**src/rtl/legv8_multicycle_ctrl.sv**
```systemverilog
// Multi-cycle LEGv8 control FSM: fetch, decode, execute, memory and writeback sequencing.
// Optional LEGV8_CTRL_PERF_EN adds RetireCount/StallCount performance counters.
module legv8_multicycle_ctrl #(
    parameter bit          HALT_ON_ILLEGAL = 1'b1,
    parameter int unsigned MEM_WAIT_MAX    = 0
) (
    input  logic        Clk,
    input  logic        Reset,
    input  logic [10:0] Opcode,
    input  logic        Zero,
    input  logic        MemReady,
    output logic        Reg2Loc,
    output logic        ALUSrc,
    output logic [1:0]  ALUOp,
    output logic        MemRead,
    output logic        MemWrite,
    output logic        MemtoReg,
    output logic        RegWrite,
    output logic        IRWrite,
    output logic        PCWrite,
    output logic        PCSrc,
    output logic        Retire,
    output logic        Halted
`ifdef LEGV8_CTRL_PERF_EN
    ,
    output logic [31:0] RetireCount,
    output logic [31:0] StallCount
`endif
);

    typedef enum logic [2:0] {
        StFetch  = 3'd0,
        StDecode = 3'd1,
        StExec   = 3'd2,
        StMem    = 3'd3,
        StWb     = 3'd4,
        StHalt   = 3'd5
    } state_t;

    typedef enum logic [2:0] {
        ClsNone, ClsR, ClsLdur, ClsStur, ClsCbz, ClsB, ClsIll
    } cls_t;

    localparam logic [8:0] WaitMax = 9'(MEM_WAIT_MAX);

    state_t     state_q, state_d;
    cls_t       cls_q, cls_d;
    cls_t       dec_cls;
    logic [7:0] wait_q, wait_d;
    logic       timeout;

    function automatic cls_t classify(input logic [10:0] op);
        cls_t c;
        casez (op)
            11'b10001011000,
            11'b11001011000,
            11'b10001010000,
            11'b10101010000: c = ClsR;
            11'b11111000010: c = ClsLdur;
            11'b11111000000: c = ClsStur;
            11'b10110100???: c = ClsCbz;
            11'b000101?????: c = ClsB;
            default:         c = ClsIll;
        endcase
        return c;
    endfunction

    assign dec_cls = classify(Opcode);
    assign timeout = (WaitMax != 9'd0) && (({1'b0, wait_q} + 9'd1) >= WaitMax);

    always_ff @(posedge Clk or posedge Reset) begin
        if (Reset) begin
            state_q <= StFetch;
            cls_q   <= ClsNone;
            wait_q  <= 8'd0;
        end else begin
            state_q <= state_d;
            cls_q   <= cls_d;
            wait_q  <= wait_d;
        end
    end

    always_comb begin
        state_d  = state_q;
        cls_d    = cls_q;
        wait_d   = 8'd0;
        Reg2Loc  = 1'b0;
        ALUSrc   = 1'b0;
        ALUOp    = 2'b00;
        MemRead  = 1'b0;
        MemWrite = 1'b0;
        MemtoReg = 1'b0;
        RegWrite = 1'b0;
        IRWrite  = 1'b0;
        PCWrite  = 1'b0;
        PCSrc    = 1'b0;
        Retire   = 1'b0;
        Halted   = 1'b0;
        unique case (state_q)
            StFetch: begin
                IRWrite = 1'b1;
                state_d = StDecode;
            end
            StDecode: begin
                // The class register is only loaded at the end of DECODE, so the
                // read-port-2 select is taken straight from the opcode here.
                cls_d   = dec_cls;
                Reg2Loc = (dec_cls == ClsStur) || (dec_cls == ClsCbz);
                state_d = (dec_cls == ClsIll && HALT_ON_ILLEGAL) ? StHalt : StExec;
            end
            StExec: begin
                Reg2Loc = (cls_q == ClsStur) || (cls_q == ClsCbz);
                case (cls_q)
                    ClsR: begin
                        ALUOp   = 2'b10;
                        state_d = StWb;
                    end
                    ClsLdur, ClsStur: begin
                        ALUSrc  = 1'b1;
                        state_d = StMem;
                    end
                    ClsCbz: begin
                        ALUOp   = 2'b01;
                        PCWrite = 1'b1;
                        PCSrc   = Zero;
                        Retire  = 1'b1;
                        state_d = StFetch;
                    end
                    ClsB: begin
                        PCWrite = 1'b1;
                        PCSrc   = 1'b1;
                        Retire  = 1'b1;
                        state_d = StFetch;
                    end
                    default: begin
                        PCWrite = 1'b1;
                        Retire  = 1'b1;
                        state_d = StFetch;
                    end
                endcase
            end
            StMem: begin
                ALUSrc   = 1'b1;
                Reg2Loc  = (cls_q == ClsStur);
                MemRead  = (cls_q == ClsLdur);
                MemWrite = (cls_q == ClsStur);
                if (MemReady) begin
                    if (cls_q == ClsStur) begin
                        PCWrite = 1'b1;
                        Retire  = 1'b1;
                        state_d = StFetch;
                    end else begin
                        state_d = StWb;
                    end
                end else if (timeout) begin
                    state_d = StHalt;
                end else begin
                    wait_d  = wait_q + 8'd1;
                    state_d = StMem;
                end
            end
            StWb: begin
                RegWrite = 1'b1;
                PCWrite  = 1'b1;
                Retire   = 1'b1;
                MemtoReg = (cls_q == ClsLdur);
                state_d  = StFetch;
            end
            StHalt: begin
                Halted  = 1'b1;
                state_d = StHalt;
            end
            default: state_d = StFetch;
        endcase
    end

`ifdef LEGV8_CTRL_PERF_EN
    logic [31:0] retire_cnt_q, stall_cnt_q;

    always_ff @(posedge Clk or posedge Reset) begin
        if (Reset) begin
            retire_cnt_q <= 32'd0;
            stall_cnt_q  <= 32'd0;
        end else begin
            if (Retire) retire_cnt_q <= retire_cnt_q + 32'd1;
            if (state_q == StMem && !MemReady) stall_cnt_q <= stall_cnt_q + 32'd1;
        end
    end

    assign RetireCount = retire_cnt_q;
    assign StallCount  = stall_cnt_q;
`endif

endmodule

```
**config.mk**
```make
export PLATFORM = sky130hd
export DESIGN_NAME = legv8_multicycle_ctrl
export DESIGN_NICKNAME = d
export VERILOG_FILES = /design/src/rtl/legv8_multicycle_ctrl.sv
export SDC_FILE = /design/constraint.sdc
export NUM_CORES = 1
export LEC_CHECK = 0
export CAP_MARGIN = 10
export CELL_PAD_IN_SITES_DETAIL_PLACEMENT = 0
export CELL_PAD_IN_SITES_GLOBAL_PLACEMENT = 2
export CORE_MARGIN = 10
export CORE_UTILIZATION = 23
export DETAILED_ROUTE_END_ITERATION = 7
export PLACE_DENSITY = 0.8
export SYNTH_ARGS = -nofsm -noshare
export SYNTH_HDL_FRONTEND = slang
export SYNTH_SLANG_ARGS = --single-unit
```
**constraint.sdc**
```tcl
create_clock -name Clk -period 4.2 [get_ports Clk]
set_input_delay 1.26 -clock Clk [delete_from_list [all_inputs] [get_ports Clk]]
set_output_delay 1.26 -clock Clk [all_outputs]
set_load 0.1 [all_outputs]
```
**After elaboration in Yosys (flattened, before gate mapping)**

Cells that the tools add are included.
Widths: inputs -> output; s select.

- Register bits after elaboration: 6
- Latch bits: 0
- Memory bits (writable): 0
- Bits in read-only memories: 0
- Input bits: 15
- Output and inout bits: 13
- Word-level logic and storage cells: 52
- Memories kept: 0

- $add $sub $neg: 0
- $mul: 0
- Divide/modulo/power cells: 0
- $lt $le $gt $ge: 0
- Equality and inequality tests: 21
- Shift operators: 0
- Mux-type cells: 23
- Bitwise gates (word level): 0
- Reduce and logical (&&, ||, !) cells: 6

Operator list:

| operator | count |
|---|---|
| $eq 11x11->1 const B | 6 |
| $pmux 3 s5 | 2 |
| $eq 3x3->1 const B | 6 |
| $eq 3x2->1 const B | 5 |
| $mux 1 | 11 |
| $mux 3 | 3 |
| $eq 8x8->1 const B | 1 |
| $eq 3x1->1 const B | 2 |
| $eq 6x3->1 const B | 1 |
| $pmux 1 s3 | 2 |
| $pmux 3 s2 | 1 |
| $pmux 1 s2 | 2 |
| $pmux 2 s2 | 1 |
| $reduce_or 4->1 | 1 |
| $logic_not 3->1 | 1 |
| $reduce_or 3->1 | 1 |
| $logic_or 1x1->1 | 2 |
| $mux 2 | 1 |
| $reduce_or 2->1 | 1 |

**Depth between registers and ports, before layout**

Gate-level depths: netlist of the first run.

- Depth after elaboration: 6
- Gate-level depth with buffers: 5
- Gate-level depth less buffers: 4

**Worst setup path before layout of the first run**

Ideal clock, no wire load.

- Path kind: in2out
- Start point: input Zero
- End point: output PCSrc
- Arrival time: 4.145 ns
- Data required time: 2.940 ns
- Setup slack: -1.205 ns
- Cell stages on the path: 2
- Path buffers: 0
- Cell sequence: o21ai_0 -> nor4_1

- Word-level cells in the longest chain between the ends: 2

Ends and longest elaborated chain:

| item | RTL line | text |
|---|---|---|
| start: declaration | 10 | `input logic Zero,` |
| $pmux 1 s2 | 113 | `case (cls_q)` |
| $mux 1 | 99 | `unique case (state_q)` |
| end: declaration | 21 | `output logic PCSrc,` |

No other way between the ends.

**Worst setup path in the final report of the first run**

- Start point: input Opcode[8]
- End point: output Reg2Loc

- Word-level cells in the longest chain between the ends: 6
- Elaborated cells on any way between the ends: 14
- Those cells by class: 10 x eq/ne; 2 x mux; 2 x reduce/logical

Ends and longest elaborated chain:

| item | RTL line | text |
|---|---|---|
| start: declaration | 9 | `input logic [10:0] Opcode,` |
| $eq 11x11->1 | 54 | `casez (op)` |
| $reduce_or 4->1 | 54 |  |
| $pmux 3 s5 * | 54 |  |
| $eq 3x2->1 or $eq 3x3->1 (tied branches) | 108 | `Reg2Loc = (dec_cls == ClsStur) \|\| (dec_cls == ClsCbz);` |
| $logic_or 1x1->1 * | 108 |  |
| $pmux 1 s3 * | 99 |  |
| end: declaration | 12 | `output logic Reg2Loc,` |

Every way passes the cells marked *; elsewhere a longest branch is shown, timed or not.

==> results of run 1 <==
[worst paths after layout]
check / from / end
hold / removal: cls_q[2] / cls_q[2]
setup reg to reg: state_q[0] / state_q[0]
setup / recovery: Opcode[8] / Reg2Loc
hold reg to reg: cls_q[2] / cls_q[2]
min in group asynchronous: Reset / state_q[1]
max in group asynchronous: Reset / cls_q[0]
[cells in the final DEF (no fill, tap or decap)]
cell	instances
o22ai_4	1
nor2b_1	3
nand2b_1	6
nor2b_2	1
o2111ai_1	1
or4b_4	1
clkdlybuf4s50_1	10
nand3_1	2
and3b_1	1
a211o_1	1
nand2_1	13
o22a_1	2
inv_1	4
nor3_1	3
dlymetal6s2s_1	4
nor4b_2	1
and4bb_1	3
nand4bb_1	1
nor4_2	2
buf_12	4
nor2_1	9
mux2i_2	1
o211ai_1	1
and2_2	1
o21ai_0	2
nand3b_4	1
dfrtp_1	6
a21oi_1	1
o31a_1	1
o311ai_2	1
or2_1	1
o21ai_2	1
buf_4	11
o21ai_1	2
clkbuf_4	3
o21bai_1	1
[cell families (layout without fill, tap and decap cells)]
family / Yosys count / in the layout
AO/OA/AOI/OAI: 15 / 15
buffers and inverters: 6 / 36
flip-flops: 6 / 6
multiplexers: 1 / 1
AND/OR/NAND/NOR: 49 / 49
[repair_timing]
| item | 4_1_cts | 5_1_grt |
|---|---|---|
| pin swaps | 2 | 2 |
| endpoints found under the setup margin | 1 | 1 |
| gates resized for setup | 0 | 5 |
[through the flow]
stage / hold WS [ns] / setup WS [ns] / instances / area [sq um] / utilization [%]
after floorplan: 0.542 / -0.0315 / 77 / 634 / -
after global placement: 0.608 / -0.0107 / 134 / 963 / 38.5
after detailed placement: 0.611 / -0.0442 / 134 / 963 / 38.5
after CTS: 0.636 / 0.00698 / 137 / 986 / 39.4
after global routing: 0.684 / 0.158 / 137 / 998 / 39.9
final: 0.633 / 0.267 / 137 / 998 / 39.9
[worst reg2reg max path, stage by stage, from the launching register on]
cell and delay, ns:
dfrtp_1 0.64, nor2b_1 0.27, nand2b_1 0.16, a211o_1 0.32
and3b_1 0.17
[layout make-up]
cell class | count | area, sq um
clock buffer | 3 | 22.5
fill | 252 | 1500
inverter | 4 | 15.0
multi-input combinational | 65 | 460
sequential | 6 | 150
tap | 30 | 37.5
timing repair buffer | 29 | 313
[metal layers]
metal	global-route usage [%]	up-vias
li1	-	341
met4	4.52	0
met3	2.62	2
met2	10.5	30
met5	0	-
met1	9.08	289
[state kept, by name, indices dropped and copies added, names as in the netlist]
name / flops
state_q: 3
cls_q: 3
[power by group through the flow]
stage	registers, mW	logic, mW	clock network (mW)
global placement	0.0902	0.0884	0
global route	0.0920	0.0949	0.0582
finish	0.0892	0.0877	0.0509
floorplan	0.0823	0.0626	0
detailed placement	0.0899	0.0883	0
CTS	0.0891	0.0889	0.0541
==> impl_metrics.tcl, run 1 <==
set metrics [dict create \
    grt_max_degree 16 \
    avgViaCountPerCell 4.83 \
    place_congestion 0.761 \
    p_per_area_nw_per_um2 228 \
    whs_path_depth 2 \
    synth-edff-count 0 \
    wl_met2_um 757 \
    clkTransAtPathRegs_ns 0.04 \
    hpwlAfterDp_um 1550 \
    crit_path_frequent_cell "and4bb_1" \
    sw_frac_of_total_pct 39.2 \
    grt_pass1_wl_um 3140 \
    cpMaxStageDelayCell "clkdlybuf4s50_1" \
    initial_utilization_pct 24.2 \
    cp.required_ns 2.94 \
    power_frac_clock_pct 22.3 \
    maxUsedRoutingLayer "met4" \
    root_buffer "clkbuf_4" \
    drt_iter0_markers 43 \
    cts_buffer_depth 2 \
    vdd_ir_drop_max_mv 0.105 \
    antenna_found_initial 0 \
    crit_path_max_incr_delay_ns 0.54 \
    combPwrFrac_pct 38.5 \
    tritoncts "yes" \
    max-cap-violations 0 \
    wl_met1_um 863 \
    outcome "finished clean" \
    overflow 0 \
    cts_setup_buffers 0 \
    drive_gt1_share_pct 27.1 \
    totalWireLength_um 1810 \
    ys_ff_latch 6 \
    dieArea_sq_um 5080 \
    post-route-min-period_ns 3.93 \
    arrival_ns 2.67 \
    die_w_um 71.3 \
    clock_sinks 6 \
    fmax_mhz 254 \
    reg2reg_depth 4 \
    ant_nets 0 \
    syn_inst 77 \
    yosysWarnings 0 \
    synth.mux.area_fraction_pct 2.28 \
    synth_xor_area_share_pct 0 \
    ctsHoldBuffers 0 \
    core.rowCount 18 \
    ys.flop_type "dfrtp_1" \
    synth_area_leaders "dfrtp_1 25%, nand2_1 8.1%, and4bb_1 6.2%, nand2b_1 6.2%, nor2_1 5.6%" \
    finalMaxSlewViolations 0 \
    yosys.area_share.adder_pct 0 \
    setup-violations-final 0 \
    met3_wirelength_um 162 \
    path_cells "clkdlybuf4s50_1 > and4bb_1 > and4bb_1 > nor2b_2 > o22ai_4 > buf_12" \
    synth.top_cell.area_share_pct 24.8 \
    period_share_pct 93.7 \
    clock_latency_ns 0.24 \
    pwr-share-seq_pct 39.2 \
    end_kind "output pin" \
    gr-usage-all-layers_pct 7.33 \
    synth_commonest_cells "13 x nand2_1, 9 x nor2_1, 6 x dfrtp_1, 6 x nand2b_1" \
    ios 28 \
    worstPathMaxFanout 4 \
    core_sq_um 2500 \
    power.internal_mw 0.138 \
    cts_inserted_buffers 3 \
    skew_ns 0.000400 \
    syn_nets 92 \
    synth_area_leader_cell "dfrtp_1" \
    worst-path-stages 6 \
    synth-simple-area-share_pct 49.1 \
    synthArstFlopShare_pct 100 \
    ys_types 31 \
    yosysSeqAreaShare_pct 24.8 \
    htreeDepth 1 \
    critical_path_buf_inv_count 2 \
    hp-class "flop to flop" \
    syn_area_per_cell_sq_um 7.85 \
    layout.nets 124 \
    io_buffers 27 \
    synth_top_family_by_area "simple AND/OR/NAND/NOR gates" \
    critPathTopFamily "buffers and inverters" \
    n_antenna_cell 0 \
    area_delta_synth_final_pct 65.2 \
    syn-cell-area_sq_um 604 \
    rsz0062_at_grt "false" \
    max_slew_margin_pct 67.4 \
    drc 0 \
    num_vias 662 \
    grt_pass1_vias 677 \
    synth_compound_area_share_pct 19.5 \
    rrSetupSlack_ns 2.53 \
    setup_tns_ns 0 \
    hold_violations 0 \
    dr.pass1.iters 4 \
    die_h_um 71.3 \
    tightestPinTransition_ns 0.490 \
    synth_most_common_cell "nand2_1" \
    criticalPathCategory "primary input to output pin" \
    worstSetupStartpointType "primary input" \
    power_mw 0.228 \
    power_leakage_nw 0.447 \
    power_switching_mw 0.0894 \
    wl_per_cell_um 13.2 \
]
Power figures use the tool's default switching activity.
==> run 2, diff against run 1 <==
CAP_MARGIN = 20   (was 10)
CTS_CLUSTER_SIZE = 10   (was unset)
==> results of run 2 <==
The final DEF is identical to that of run 1; final timing and power are the same.
